--- src/rtl/quad_gen.sv ---
// Quadrature A/B edge generator: emits a commanded number of edges in a chosen
// direction at a programmable per-edge period, tracking its own signed position.
module quad_gen #(
  parameter int CNT_W = 8,
  parameter int DIV_W = 16
) (
  input  logic             clk,
  input  logic             rst,
  input  logic             start,
  input  logic             dir,
  input  logic [CNT_W-1:0] steps,
  input  logic [DIV_W-1:0] period,
  input  logic             stop,
  output logic             busy,
  output logic             done,
  output logic             a,
  output logic             b,
  output logic [CNT_W-1:0] pos
);

  typedef enum logic {IDLE, RUN} state_t;

  state_t           state, state_next;
  logic             run_dir, run_dir_next;
  logic [CNT_W-1:0] remaining, remaining_next;
  logic [DIV_W-1:0] period_m1, period_m1_next;
  logic [DIV_W-1:0] divider, divider_next;
  logic             busy_next, done_next, a_next, b_next;
  logic [CNT_W-1:0] pos_next;
  logic             toggle_a;

  // Right steps toggle A when A==B, left steps toggle A when A!=B; B otherwise.
  assign toggle_a = ((a ~^ b) ~^ run_dir);

  always_comb begin
    state_next     = state;
    run_dir_next   = run_dir;
    remaining_next = remaining;
    period_m1_next = period_m1;
    divider_next   = divider;
    busy_next      = busy;
    done_next      = 1'b0;
    a_next         = a;
    b_next         = b;
    pos_next       = pos;
    case (state)
      IDLE: begin
        if (start && !stop) begin
          if (steps != '0) begin
            state_next     = RUN;
            busy_next      = 1'b1;
            run_dir_next   = dir;
            remaining_next = steps;
            period_m1_next = (period == '0) ? '0 : period - 1'b1;
            divider_next   = '0;
          end else begin
            done_next = 1'b1;
          end
        end
      end
      RUN: begin
        if (stop) begin
          state_next = IDLE;
          busy_next  = 1'b0;
        end else if (divider == period_m1) begin
          divider_next   = '0;
          a_next         = a ^ toggle_a;
          b_next         = b ^ ~toggle_a;
          pos_next       = run_dir ? pos + 1'b1 : pos - 1'b1;
          remaining_next = remaining - 1'b1;
          // Final edge, done and busy release land on the same clock.
          if (remaining == {{(CNT_W-1){1'b0}}, 1'b1}) begin
            state_next = IDLE;
            busy_next  = 1'b0;
            done_next  = 1'b1;
          end
        end else begin
          divider_next = divider + 1'b1;
        end
      end
      default: state_next = IDLE;
    endcase
  end

  always_ff @(posedge clk or posedge rst) begin
    if (rst) begin
      state     <= IDLE;
      run_dir   <= 1'b0;
      remaining <= '0;
      period_m1 <= '0;
      divider   <= '0;
      busy      <= 1'b0;
      done      <= 1'b0;
      a         <= 1'b0;
      b         <= 1'b0;
      pos       <= '0;
    end else begin
      state     <= state_next;
      run_dir   <= run_dir_next;
      remaining <= remaining_next;
      period_m1 <= period_m1_next;
      divider   <= divider_next;
      busy      <= busy_next;
      done      <= done_next;
      a         <= a_next;
      b         <= b_next;
      pos       <= pos_next;
    end
  end

endmodule

--- config.mk ---
export PLATFORM = sky130hd
export DESIGN_NAME = quad_gen
export DESIGN_NICKNAME = d
export VERILOG_FILES = /design/src/rtl/quad_gen.sv
export SDC_FILE = /design/constraint.sdc
export NUM_CORES = 1
export LEC_CHECK = 0
export CORE_MARGIN = 10
export CORE_UTILIZATION = 56
export DETAILED_ROUTE_END_ITERATION = 12
export GPL_ROUTABILITY_DRIVEN = 0
export PLACE_DENSITY_LB_ADDON = 0.12
export REMOVE_ABC_BUFFERS = 1
export SYNTH_ARGS = -nofsm -noshare
export SYNTH_HDL_FRONTEND = slang
export SYNTH_SLANG_ARGS = --single-unit
export TNS_END_PERCENT = 100
--- constraint.sdc ---
create_clock -name clk -period 2.9 [get_ports clk]
set_clock_uncertainty 0.2 [all_clocks]
set_input_delay 0.435 -clock clk [delete_from_list [all_inputs] [get_ports clk]]
set_output_delay 0.435 -clock clk [all_outputs]
set_load 0.005 [all_outputs]
==> results.txt, run 1 <==
Dpl cells = 480
Max-cap violations = 0
Clk pwr share = 23.4%
Slew Limit Headroom = 67.3%
Async S/R FF share, synth = 100%
Sw frac = 31.8%
Nets = 455
Non-filler instance count after layout = 488
Static Leak = 1.74 nW
Slowest-stage cell, CP = or4_4
Hold WC Path Type = in -> async
Worst slew pin tran = 489 ps
Worst Path Arrival = 2560 ps
Drt drc = 0
Via count = 2833
Post-cts resize count = 0
Worst setup SP type = input port
Synthesized area = 3300 µm²
Largest net degree at the start of global routing = 23
Logic pwr share = 25.2%
Register area share after synthesis = 40.9%
PD cells = 470 nW/µm²
Placed cell areas = 3900 µm²
Worst skew pair latency = 310 ps
IO Count = 41
R2R depth = 7
Cell Rows = 27
Die X = 96.8 µm
RSZ-0062 raised after global routing = false
Detail Route Antenna Nets = 0
Reg power frac = 51.4%
Final count of hold timing violations = 0
Drt total wl = 7580 µm
Final Util = 71.2%
Fmax = 0.389 GHz
Area leader, netlist = dfrtp_1
WL/cell = 15.5 µm
Max clock buf depth = 2
Root buf cell = clkbuf_8
Worst-path clk slew = 100 ps
Reg-to-reg slack, setup = 470 ps
Period Utilization, post-route = 88.7%
Final Critical Period = 2570 ps
CTS tree = yes
Share of layout cells above drive strength 1 = 10.8%
WP data required = 2890 ps
Syn Inst Count = 360
Dominant cells by area after synthesis = dfrtp_1 41%, xor2_1 7.4%, xnor2_1 4.5%
TritonRoute pass-1 iters = 4
Post-route cell area = 3990 µm²
Switch Pwr = 0.596 mW
Syn avg cell area = 9.17 µm²
Die area = 9370 µm²
Synth Warn # = 0
Critical R2R Launch = run_dir
Initial antenna violation count = 0
Hpwl dp = 5950 µm
Maximum fanout along the worst path = 14
Grt ovf = 0
Tot Pwr = 1.88 mW
Setup WS post-layout = 328 ps
Initial Utilization = 58.9%
Commonest register cell after synthesis = dfrtp_1
CP Capture Type = flop
Core area = 5610 µm²
Crit-path cells = clkdlybuf4s50_1 > or4_4 > or4_4 > nor4_4 > a21o_2 > o21ai_0
P_int = 1.28 mW
Final setup vio count = 0
Post-synth EDFFs = 0
FF+latch count, synth = 54
First-pass GRT wire length = 13200 µm
H-tree levels = 2
Cts bufs inserted = 5
Post-CTS Setup Bufs = 0
Reg-to-Reg End = pos[6]
IO Port Bufs = 40
Netlist cell types = 51
Crit path kind = in -> reg
CP Buf/Inv Count = 1
Area grow syn2layout = 20.9%
Drt initial violations = 131
Max-slew violation count = 0
# hold bufs at CTS = 0
Vias in the first global route = 2754
Total Routing Usage GR = 16.0%
Avg Vias per Cell = 5.81
Cell mode on critical path = or4_4
Max IR drop VDD = 0.272 mV
Overall die height = 96.8 µm
Status = complete, no violations
Diodes inserted = 0
Top Family by Delay on Critical Path = simple AND/OR/NAND/NOR gates
Slowest stage delay, CP = 540 ps
CTS sink cnt = 54
Setup Slack @ Placement = -3.73 ps
Yosys top cell area share = 40.9%
## final cells by class
cell class                      count  area, µm²
Clock inverter                      2       12.5
Fill cell                         455       1620
Sequential cell                    54       1350
Tap cell                           72       90.1
Inverter                           13       48.8
Timing Repair Buffer               61        558
Multi-Input combinational cell    280       1850
Clock buffer                        6       82.6
## registers in the layout, summed over array words and instances, names as in the netlist
signal and cells:
a 1, b 1, busy 1, divider 16
done 1, period_m1 16, pos 8, remaining 8
run_dir 1, state 1
## worst max-delay path by stage
stage | from | cells after the start | to
floorplan | state | 5 | divider[12]
global placement | period[8] | 6 | period_m1[8]
detailed placement | period[8] | 6 | period_m1[6]
CTS | period[8] | 6 | period_m1[6]
global route | period[8] | 6 | period_m1[5]
finish | period[8] | 6 | period_m1[6]
## stage by stage
step	TNS, ps	hold WS [ps]
final	0	261
after global routing	0	297
after CTS	0	268
after detailed placement	-4.99	266
after global placement	0	254
after floorplan	0	265
## power by group through the flow
stage          registers [mW]  clock network [mW]  logic (mW)
2_1_floorplan           0.951                   0       0.321
3_3_place_gp            0.972                   0       0.461
3_5_place_dp            0.979                   0       0.475
4_1_cts                 0.963               0.448       0.478
5_1_grt                 0.981               0.477       0.542
6_report                0.964               0.438       0.473
## cells in the final DEF (no fill, tap or decap), types with 6 or more instances in the layout
cell type / n
a21oi_1: 17
buf_4: 21
clkbuf_8: 6
clkdlybuf4s50_1: 40
dfrtp_1: 54
ha_1: 10
inv_1: 11
nand2_1: 39
nand3_1: 10
nor2_1: 25
nor3_1: 10
nor4_1: 10
o211ai_1: 9
o21ai_0: 28
xnor2_1: 17
xor2_1: 28
## worst reg2reg max path: stages (launching register included)
cell,delay (ps)
dfrtp_1,440
inv_1,190
ha_1,390
a21o_1,130
a21oi_1,100
or4b_2,650
o2111ai_1,110
mux2_2,170
## logic make-up after synthesis
family,count (synthesis),share of synthesized area [%]
flops,54,40.9
compound gates,88,17.2
xor+xnor,45,11.9
simple gates,129,20.2
buf+inv,26,3.07
fa+ha+maj,11,4.40
mux,7,2.31
## routing by layer
layer,track usage [%],wire length [µm]
met1,21.9,3600
met2,24.8,3480
met3,3.34,408
met4,4.51,93
met5,0,0
## cell usage after synthesis (3+ instances only)
cell       instances
dfrtp_1           54
a21oi_1           17
o211ai_1           9
inv_1             12
nand2b_1           3
nand2_1           39
nor4_1            10
and3_1             5
o31ai_1            3
a211oi_1           3
nand3_1           10
nor3_1            10
nand3b_1           3
a31oi_1            4
ha_1              10
or4_1              3
o21ai_0           28
nor2b_1            5
mux2_2             5
nand4_1            3
o2111ai_1          4
o221ai_1           5
clkbuf_1          11
nor2_1            25
xnor2_1           17
xor2_1            28
No activity file was read; power rests on OpenSTA's default activity.
==> run 2: changes to the inputs <==
- SLEW_MARGIN: not set -> 20
==> results of run 2 <==
The final DEF is identical to that of run 1; final timing and power are the same.
